$ cat config.mk
export PLATFORM = sky130hd
export DESIGN_NAME = clock_set_ctrl_flat
export DESIGN_NICKNAME = d
export VERILOG_FILES = /design/src/rtl/clock_set_ctrl_if.sv /design/src/rtl/clock_set_ctrl.sv /design/src/flat_wrapper.sv
export SDC_FILE = /design/constraint.sdc
export NUM_CORES = 1
export LEC_CHECK = 0
export BUFFER_PORTS_ARGS = -buffer_cell sky130_fd_sc_hd__buf_2
export CORE_UTILIZATION = 53
export CTS_CLUSTER_DIAMETER = 30
export DETAILED_ROUTE_END_ITERATION = 12
export GPL_TIMING_DRIVEN = 1
export PLACE_DENSITY = 0.78
export SYNTH_ARGS = -nofsm -noshare
export SYNTH_HDL_FRONTEND = slang
export SYNTH_SLANG_ARGS = --single-unit
$ cat constraint.sdc
create_clock -name clk -period 1.9 [get_ports clk]
set_input_delay 0.285 -clock clk [delete_from_list [all_inputs] [get_ports clk]]
set_output_delay 0.285 -clock clk [all_outputs]
set_load 0.02 [all_outputs]
$ cat src/rtl/clock_set_ctrl_if.sv
// -----------------------------------------------------------------------------
// clock_set_ctrl_if
//
// Purpose:
//   Groups the signals exchanged between the time-setting sequencer and the
//   rest of the clock: button/tick pulses and the live counter value going in,
//   and the run gate, load strobe, edit values and display hints coming out.
//
// Signal summary:
//   tick_1hz            1  one-cycle pulse, once per second
//   btn_mode            1  debounced pulse: enter edit / advance field
//   btn_inc             1  debounced pulse: increment field
//   btn_dec             1  debounced pulse: decrement field
//   cur_hours           5  live counter hours (1..12 valid)
//   cur_mins            6  live counter minutes
//   cur_secs            6  live counter seconds
//   cur_ap              1  live AM(0)/PM(1)
//   run_en              1  counter count-enable
//   load                1  one-cycle parallel-load strobe to the counter
//   edit_hours          5  edit/load value, hours 1..12
//   edit_mins           6  edit/load value, minutes 0..59
//   edit_secs           6  edit/load value, seconds 0..59
//   edit_ap             1  edit/load value, AM/PM
//   field               2  0=none, 1=hours, 2=AM/PM, 3=minutes/seconds
//   blink               1  blink phase for the selected field
//   dbg_state           3  current sequencer state encoding (observation only)
//
// Handshake semantics: there is no valid/ready pair here. Every input is a
// single-cycle pulse sampled on the rising clock edge and is never held off.
// load is a single-cycle strobe; the counter must accept it on the cycle it is
// high, and edit_* are stable during that cycle.
//
// Modports:
//   master - the side that produces buttons/ticks/live time (system / bench)
//   slave  - the sequencer itself
// -----------------------------------------------------------------------------
interface clock_set_ctrl_if;
    logic       tick_1hz;
    logic       btn_mode;
    logic       btn_inc;
    logic       btn_dec;
    logic [4:0] cur_hours;
    logic [5:0] cur_mins;
    logic [5:0] cur_secs;
    logic       cur_ap;
    logic       run_en;
    logic       load;
    logic [4:0] edit_hours;
    logic [5:0] edit_mins;
    logic [5:0] edit_secs;
    logic       edit_ap;
    logic [1:0] field;
    logic       blink;
    logic [2:0] dbg_state;

    modport master (
        output tick_1hz, btn_mode, btn_inc, btn_dec,
        output cur_hours, cur_mins, cur_secs, cur_ap,
        input  run_en, load, edit_hours, edit_mins, edit_secs, edit_ap,
        input  field, blink, dbg_state
    );

    modport slave (
        input  tick_1hz, btn_mode, btn_inc, btn_dec,
        input  cur_hours, cur_mins, cur_secs, cur_ap,
        output run_en, load, edit_hours, edit_mins, edit_secs, edit_ap,
        output field, blink, dbg_state
    );
endinterface

$ cat src/rtl/clock_set_ctrl.sv
// -----------------------------------------------------------------------------
// clock_set_ctrl
//
// Purpose:
//   Time-setting sequencer for the 12-hour time-of-day counter. A mode press
//   freezes the counter and copies the live time into edit registers; the user
//   then steps through hours, AM/PM and minutes with inc/dec, and a final mode
//   press issues a one-cycle parallel load back into the counter. Inactivity
//   for TIMEOUT_TICKS seconds abandons the edit without loading.
//
// Ports:
//   clk    in   system clock
//   reset  in   asynchronous, active-low reset
//   bus    slave modport of clock_set_ctrl_if (buttons, tick, live time in;
//          run_en, load, edit_*, field, blink, dbg_state out)
//
// Parameters:
//   TIMEOUT_TICKS  inactivity timeout in tick_1hz pulses (0 disables)
//
// Build option:
//   CLOCK_SET_SECS_EN  when defined, a seconds-edit state follows the minutes
//                      state and the captured seconds are editable; when not
//                      defined, seconds are always loaded as 0.
// -----------------------------------------------------------------------------
module clock_set_ctrl #(
    parameter int unsigned TIMEOUT_TICKS = 30
) (
    input  logic             clk,
    input  logic             reset,
    clock_set_ctrl_if.slave  bus
);

    typedef enum logic [2:0] {
        ST_RUN     = 3'd0,
        ST_SET_HR  = 3'd1,
        ST_SET_AP  = 3'd2,
        ST_SET_MIN = 3'd3,
        ST_SET_SEC = 3'd4,
        ST_COMMIT  = 3'd5
    } state_t;

    // The counter only ever holds 0..TIMEOUT_TICKS-1: the tick that would
    // reach TIMEOUT_TICKS aborts the edit and clears it instead.
    localparam int unsigned TW          = (TIMEOUT_TICKS < 2) ? 1 : $clog2(TIMEOUT_TICKS);
    localparam bit          TO_EN       = (TIMEOUT_TICKS != 0);
    localparam int unsigned TO_LAST_INT = (TIMEOUT_TICKS > 0) ? (TIMEOUT_TICKS - 1) : 0;
    localparam logic [TW-1:0] TO_LAST   = TO_LAST_INT[TW-1:0];

    state_t        state_q, state_d;
    logic [4:0]    hours_q, hours_d;
    logic [5:0]    mins_q,  mins_d;
    logic [5:0]    secs_q,  secs_d;
    logic          ap_q,    ap_d;
    logic          blink_q, blink_d;
    logic [TW-1:0] to_q,    to_d;

    logic          inc_only;
    logic          dec_only;
    logic          any_btn;
    logic          expire;

    function automatic logic is_edit(input state_t s);
        return (s == ST_SET_HR) || (s == ST_SET_AP) ||
               (s == ST_SET_MIN) || (s == ST_SET_SEC);
    endfunction

    always_ff @(posedge clk or negedge reset) begin
        if (!reset) begin
            state_q <= ST_RUN;
            hours_q <= 5'd12;
            mins_q  <= 6'd0;
            secs_q  <= 6'd0;
            ap_q    <= 1'b0;
            blink_q <= 1'b0;
            to_q    <= '0;
        end else begin
            state_q <= state_d;
            hours_q <= hours_d;
            mins_q  <= mins_d;
            secs_q  <= secs_d;
            ap_q    <= ap_d;
            blink_q <= blink_d;
            to_q    <= to_d;
        end
    end

    always_comb begin
        state_d  = state_q;
        hours_d  = hours_q;
        mins_d   = mins_q;
        secs_d   = secs_q;
        ap_d     = ap_q;

        // inc and dec together cancel; mode outranks both.
        inc_only = bus.btn_inc & ~bus.btn_dec;
        dec_only = bus.btn_dec & ~bus.btn_inc;
        any_btn  = bus.btn_mode | bus.btn_inc | bus.btn_dec;
        // Any button in the expiring tick's cycle keeps the edit alive.
        expire   = TO_EN && bus.tick_1hz && !any_btn && (to_q == TO_LAST);

        case (state_q)
            ST_RUN: begin
                if (bus.btn_mode) begin
                    // Out-of-range live values are sanitised on capture.
                    hours_d = ((bus.cur_hours >= 5'd1) && (bus.cur_hours <= 5'd12))
                              ? bus.cur_hours : 5'd12;
                    mins_d  = (bus.cur_mins <= 6'd59) ? bus.cur_mins : 6'd0;
`ifdef CLOCK_SET_SECS_EN
                    secs_d  = (bus.cur_secs <= 6'd59) ? bus.cur_secs : 6'd0;
`else
                    secs_d  = 6'd0;
`endif
                    ap_d    = bus.cur_ap;
                    state_d = ST_SET_HR;
                end
            end
            ST_SET_HR: begin
                if (bus.btn_mode) begin
                    state_d = ST_SET_AP;
                end else if (inc_only) begin
                    hours_d = (hours_q >= 5'd12) ? 5'd1 : hours_q + 5'd1;
                end else if (dec_only) begin
                    hours_d = (hours_q <= 5'd1) ? 5'd12 : hours_q - 5'd1;
                end
            end
            ST_SET_AP: begin
                if (bus.btn_mode) begin
                    state_d = ST_SET_MIN;
                end else if (inc_only || dec_only) begin
                    ap_d = ~ap_q;
                end
            end
            ST_SET_MIN: begin
                if (bus.btn_mode) begin
`ifdef CLOCK_SET_SECS_EN
                    state_d = ST_SET_SEC;
`else
                    state_d = ST_COMMIT;
`endif
                end else if (inc_only) begin
                    mins_d = (mins_q >= 6'd59) ? 6'd0 : mins_q + 6'd1;
                end else if (dec_only) begin
                    mins_d = (mins_q == 6'd0) ? 6'd59 : mins_q - 6'd1;
                end
            end
`ifdef CLOCK_SET_SECS_EN
            ST_SET_SEC: begin
                if (bus.btn_mode) begin
                    state_d = ST_COMMIT;
                end else if (inc_only) begin
                    secs_d = (secs_q >= 6'd59) ? 6'd0 : secs_q + 6'd1;
                end else if (dec_only) begin
                    secs_d = (secs_q == 6'd0) ? 6'd59 : secs_q - 6'd1;
                end
            end
`endif
            ST_COMMIT: begin
                state_d = ST_RUN;
            end
            default: begin
                state_d = ST_RUN;
            end
        endcase

        if (is_edit(state_q) && expire) begin
            state_d = ST_RUN;
        end
    end

    // Inactivity counter: cleared by any button or any state change, counts
    // ticks only while an edit state is held.
    always_comb begin
        to_d = to_q;
        if (any_btn || (state_d != state_q)) begin
            to_d = '0;
        end else if (TO_EN && is_edit(state_q) && bus.tick_1hz) begin
            to_d = to_q + TW'(1);
        end
    end

    // Blink starts high on entry to any edit state so the newly selected field
    // is visible at once, then toggles once per second.
    always_comb begin
        blink_d = 1'b0;
        if (is_edit(state_d)) begin
            if (state_d != state_q) begin
                blink_d = 1'b1;
            end else if (bus.tick_1hz) begin
                blink_d = ~blink_q;
            end else begin
                blink_d = blink_q;
            end
        end
    end

    always_comb begin
        bus.field = 2'd0;
        case (state_q)
            ST_SET_HR:  bus.field = 2'd1;
            ST_SET_AP:  bus.field = 2'd2;
            ST_SET_MIN: bus.field = 2'd3;
            ST_SET_SEC: bus.field = 2'd3;
            default:    bus.field = 2'd0;
        endcase
    end

    assign bus.run_en     = (state_q == ST_RUN);
    assign bus.load       = (state_q == ST_COMMIT);
    assign bus.edit_hours = hours_q;
    assign bus.edit_mins  = mins_q;
    assign bus.edit_secs  = secs_q;
    assign bus.edit_ap    = ap_q;
    assign bus.blink      = blink_q;
    assign bus.dbg_state  = state_q;

endmodule
$ cat src/flat_wrapper.sv
// flat-port wrapper written by rule: the top's interface ports become plain ports
module clock_set_ctrl_flat 
#(
    parameter int unsigned TIMEOUT_TICKS = 30
)
  (clk, reset, bus_tick_1hz, bus_btn_mode, bus_btn_inc, bus_btn_dec, bus_cur_hours, bus_cur_mins, bus_cur_secs, bus_cur_ap, bus_run_en, bus_load, bus_edit_hours, bus_edit_mins, bus_edit_secs, bus_edit_ap, bus_field, bus_blink, bus_dbg_state);
  clock_set_ctrl_if bus_i ();
  input  logic clk;
  input  logic reset;
  input wire logic [$bits(bus_i.tick_1hz)-1:0] bus_tick_1hz;
  input wire logic [$bits(bus_i.btn_mode)-1:0] bus_btn_mode;
  input wire logic [$bits(bus_i.btn_inc)-1:0] bus_btn_inc;
  input wire logic [$bits(bus_i.btn_dec)-1:0] bus_btn_dec;
  input wire logic [$bits(bus_i.cur_hours)-1:0] bus_cur_hours;
  input wire logic [$bits(bus_i.cur_mins)-1:0] bus_cur_mins;
  input wire logic [$bits(bus_i.cur_secs)-1:0] bus_cur_secs;
  input wire logic [$bits(bus_i.cur_ap)-1:0] bus_cur_ap;
  output wire logic [$bits(bus_i.run_en)-1:0] bus_run_en;
  output wire logic [$bits(bus_i.load)-1:0] bus_load;
  output wire logic [$bits(bus_i.edit_hours)-1:0] bus_edit_hours;
  output wire logic [$bits(bus_i.edit_mins)-1:0] bus_edit_mins;
  output wire logic [$bits(bus_i.edit_secs)-1:0] bus_edit_secs;
  output wire logic [$bits(bus_i.edit_ap)-1:0] bus_edit_ap;
  output wire logic [$bits(bus_i.field)-1:0] bus_field;
  output wire logic [$bits(bus_i.blink)-1:0] bus_blink;
  output wire logic [$bits(bus_i.dbg_state)-1:0] bus_dbg_state;
  assign bus_i.tick_1hz = bus_tick_1hz;
  assign bus_i.btn_mode = bus_btn_mode;
  assign bus_i.btn_inc = bus_btn_inc;
  assign bus_i.btn_dec = bus_btn_dec;
  assign bus_i.cur_hours = bus_cur_hours;
  assign bus_i.cur_mins = bus_cur_mins;
  assign bus_i.cur_secs = bus_cur_secs;
  assign bus_i.cur_ap = bus_cur_ap;
  assign bus_run_en = bus_i.run_en;
  assign bus_load = bus_i.load;
  assign bus_edit_hours = bus_i.edit_hours;
  assign bus_edit_mins = bus_i.edit_mins;
  assign bus_edit_secs = bus_i.edit_secs;
  assign bus_edit_ap = bus_i.edit_ap;
  assign bus_field = bus_i.field;
  assign bus_blink = bus_i.blink;
  assign bus_dbg_state = bus_i.dbg_state;
  clock_set_ctrl #(.TIMEOUT_TICKS(TIMEOUT_TICKS)) u_core (.clk(clk), .reset(reset), .bus(bus_i));
endmodule
==> key figures <==
Floorplan
  • Site Rows: 21
  • Die height: between 60 and 70 um
  • Die span in x: around 61 um
  • Starting Density: a little under three fifths
  • Ports: 50
  • Core area: 0.00334 sq mm
  • Full die area: approximately 0.0037 sq mm

Final layout
  • Final nets: roughly 290
  • Final non-filler cell total: ~300
  • # diodes: 0
  • Final Util: 63.1%
  • Fillers: roughly 330
  • Proportion of layout cells with a drive suffix above 1: between 20 and 30%
  • Layout area overhead: 14.4%
  • Finished Cell Area: around 0.0021 sq mm

Placement
  • Dpl cells: 300
  • GPL Wtd Cong: just under 0.9
  • Area after DPL: slightly above 0.002 sq mm
  • IO buf count: 37
  • HPWL after DPL: between 3000 and 4000 um

Routing
  • First drt pass iteration count: 4
  • WL/cell: ~13 um
  • # DRC: 0
  • 1st-iter DRT viols: between 90 and 100
  • Routed Antenna Nets: 0
  • Post-DR vias/cell: 5.82
  • Total number of vias: ~1,800
  • WL final: 4120 um

STA
  • Fin crit share: 94.8%
  • Max Clock Skew: ~0.0069 ns
  • Unrepaired setup endpoints after global routing: no
  • Hold Vio Cnt, Final: 0
  • Crit path time final: about 1.8 ns
  • Setup Viol. Count Final: 0
  • Fmax: between 0.5 and 0.6 GHz
  • Final TNS setup: 0 ns
  • Slew Viols, Final: 0

Pwr
  • Internal power: 1.55 mW
  • Total power draw: between 3 and 4 mW
  • VDD IR max: just over 0.0008 V
  • Switching part of the total: 51.9%
  • Combinational power share: 63.6%
  • Sequential Power Share: slightly below 30%
  • Sw Pwr: roughly 1.7 mW
  • PD cells: roughly 1500 mW/mm^2
  • Clock power frac: under 10%
  • P_leak: 0.943 nW

Logic synthesis
  • Yosys cell types: between 50 and 60
  • XOR/XNOR share of the synthesized area: roughly 3.3%
  • Synth Area in Compound Gates: between 20 and 30%
  • Synth Cell Area: between 0.0015 and 0.002 sq mm
  • Register area share after synthesis: 28.7%
  • Synth top area share: around a quarter
  • Gate Count Post-Synth: between 200 and 250
  • Main combinational cell family by area after synthesis: simple AND/OR/NAND/NOR gates
  • Synth top cells by count: nor2_1, dfrtp_1, inv_1
  • Leading area contributor after synthesis: dfrtp_1
  • Adder-cell share of the synthesized area: ~6.8%
  • Seq cells post-synth: 21
  • EDFF count, synth: 0
  • Ys flop type: dfrtp_1
  • Top cells by area, synth: dfrtp_1, ha_1, nor2_1, a21oi_1, buf_4
  • Top-count cell post-synth: nor2_1
  • Mean Syn Cell Area: 8.37 sq um
  • Synth Warn #: 0
  • Mux share of post-synthesis cell area: less than 1%
  • Synth Area in Simple Gates: 26.3%
  • Ys async rst share: between 90% and 100%

Worst setup path
  • Worst path slowest cell: dfrtp_2
  • Crit. path cell count: 5
  • Critical Path Max Stage Delay: between 0.4 and 0.5 ns
  • CP delay by family, top: flip-flops
  • Crit start category: flip-flop
  • Worst Setup End Kind: output port
  • Crit-path max FO: 9
  • Data required, critical path: about 1.6 ns
  • Crit path buf inv count: 2
  • Crit path kind: reg -> out
  • Cells along the critical path: buf_4 -> nor2_1 -> nand2_1 -> o21ai_0 -> buf_2
  • Worst-case reg-to-reg path depth: 7
  • WP data arrival: around 1.5 ns

GRT
  • Vias in the first global route: ~1,600
  • GRT Total Usage: between 20% and 30%
  • Largest net degree at the start of global routing: 22
  • Global-route wire length before repair: 6790 um
  • Grt total ovfl: 0
  • Initial antenna violation count: 0

Clock tree
  • TritonCTS buffer count: 3
  • Clock root buffer: clkbuf_4
  • Clock sink total: 21
  • Worst-Skew Late Latency: approximately 0.33 ns
  • TritonCTS clock tree: yes
  • Clock buffer depth: 2
  • H-tree depth: 1
  • CTS clk-pin slew, worst paths: around 0.13 ns
  • Setup repair bufs after CTS: 0

Min path
  • Class of the worst hold path: in -> reg
  • Hold Crit Depth: 3

Run status
  • Status: complete, no violations

Job
  • Max-Cap Viols: 0
[worst min-delay path, stage by stage]
cell	delay, ns
buf_2	0.07
a221oi_1	0.06
a21oi_1	0.11
[power by group through the flow]
stage               sequential (mW)  combinational, mW  clock (mW)
detailed placement            0.933               2.03           0
floorplan                      1.02               1.41           0
CTS                           0.926               2.04       0.243
global placement              0.923               1.99           0
finish                        0.939               2.06       0.236
global route                  0.977               2.28       0.254
[stage by stage]
stage / worst slack [ns] / hold slack, ns
finish: 0.0994 / 0.234
global route: 0.00851 / 0.296
CTS: 0.0633 / 0.233
detailed placement: 0.205 / 0.278
global placement: 0.233 / 0.277
floorplan: 0.0979 / -0.0106
[final cells by class]
cell class                 instances  area, sq um  area share [%]
tap                               46         57.6            2.73
clock buffer                       3         22.5            1.07
timing repair buffer              48          270            12.8
sequential                        21          529            25.1
clock inverter                     1         5.00           0.238
inverter                          13         48.8            2.32
multi-input combinational        173         1170            55.7
[final timing paths]
path / from / endpoint / slack [ns]
worst max-delay path: u_core.bus.dbg_state[1] / bus_field[1] / 0.1
max in group asynchronous: reset / u_core.bus.dbg_state[1] / 1.09
min in group asynchronous: reset / u_core.bus.dbg_state[0] / 0.45
worst min register to register: u_core.bus.edit_hours[3] / u_core.bus.edit_hours[3] / 0.53
worst max register to register: u_core.bus.edit_mins[0] / u_core.bus.edit_mins[4] / 0.16
worst min-delay path: bus_cur_mins[1] / u_core.bus.edit_mins[1] / 0.23
[placed cells by master, fill, tap and decap left out, drive strengths merged, types with 5 or more instances in the layout]
master  netlist  routed
o21ai        14      14
nand3        12      12
nor3         11      11
inv          13      13
dfrtp        19      19
nor2         29      29
ha           10      10
nor3b         5       5
nand2        12      12
buf          15      47
a22oi         5       5
a21oi        13      13
conb          1       6
[metal layers]
layer	vias up	global-route usage (%)	share of wire (%)
li1	874	-	-
met1	826	32.9	46
met2	69	41.4	46
met3	5	2.13	6.4
met4	0	10.4	1.4
met5	-	0	0
[what timing repair did]
item,4_1_cts,5_1_grt
hold endpoints to repair,19,0
hold buffers,1,0
gates resized for setup,0,3
endpoints found under the setup margin,0,3
[sequential cells by signal, summed over array words and instances, names as in the netlist]
register               count
u_core.bus.dbg_state       3
u_core.bus.edit_mins       6
u_core.to_q                5
u_core.bus.edit_hours      5
u_core.bus.edit_ap         1
u_core.bus.blink           1
[kinds of logic after synthesis]
family | after synthesis
xor gates and xnor gates | 7
and+or+nand+nor | 86
other | 1
AOI/OAI and AO/OA | 63
buffers and inverters | 31
adders and majority gates | 10
muxes | 1
DFF | 21
(Power assumes the default switching activity.)
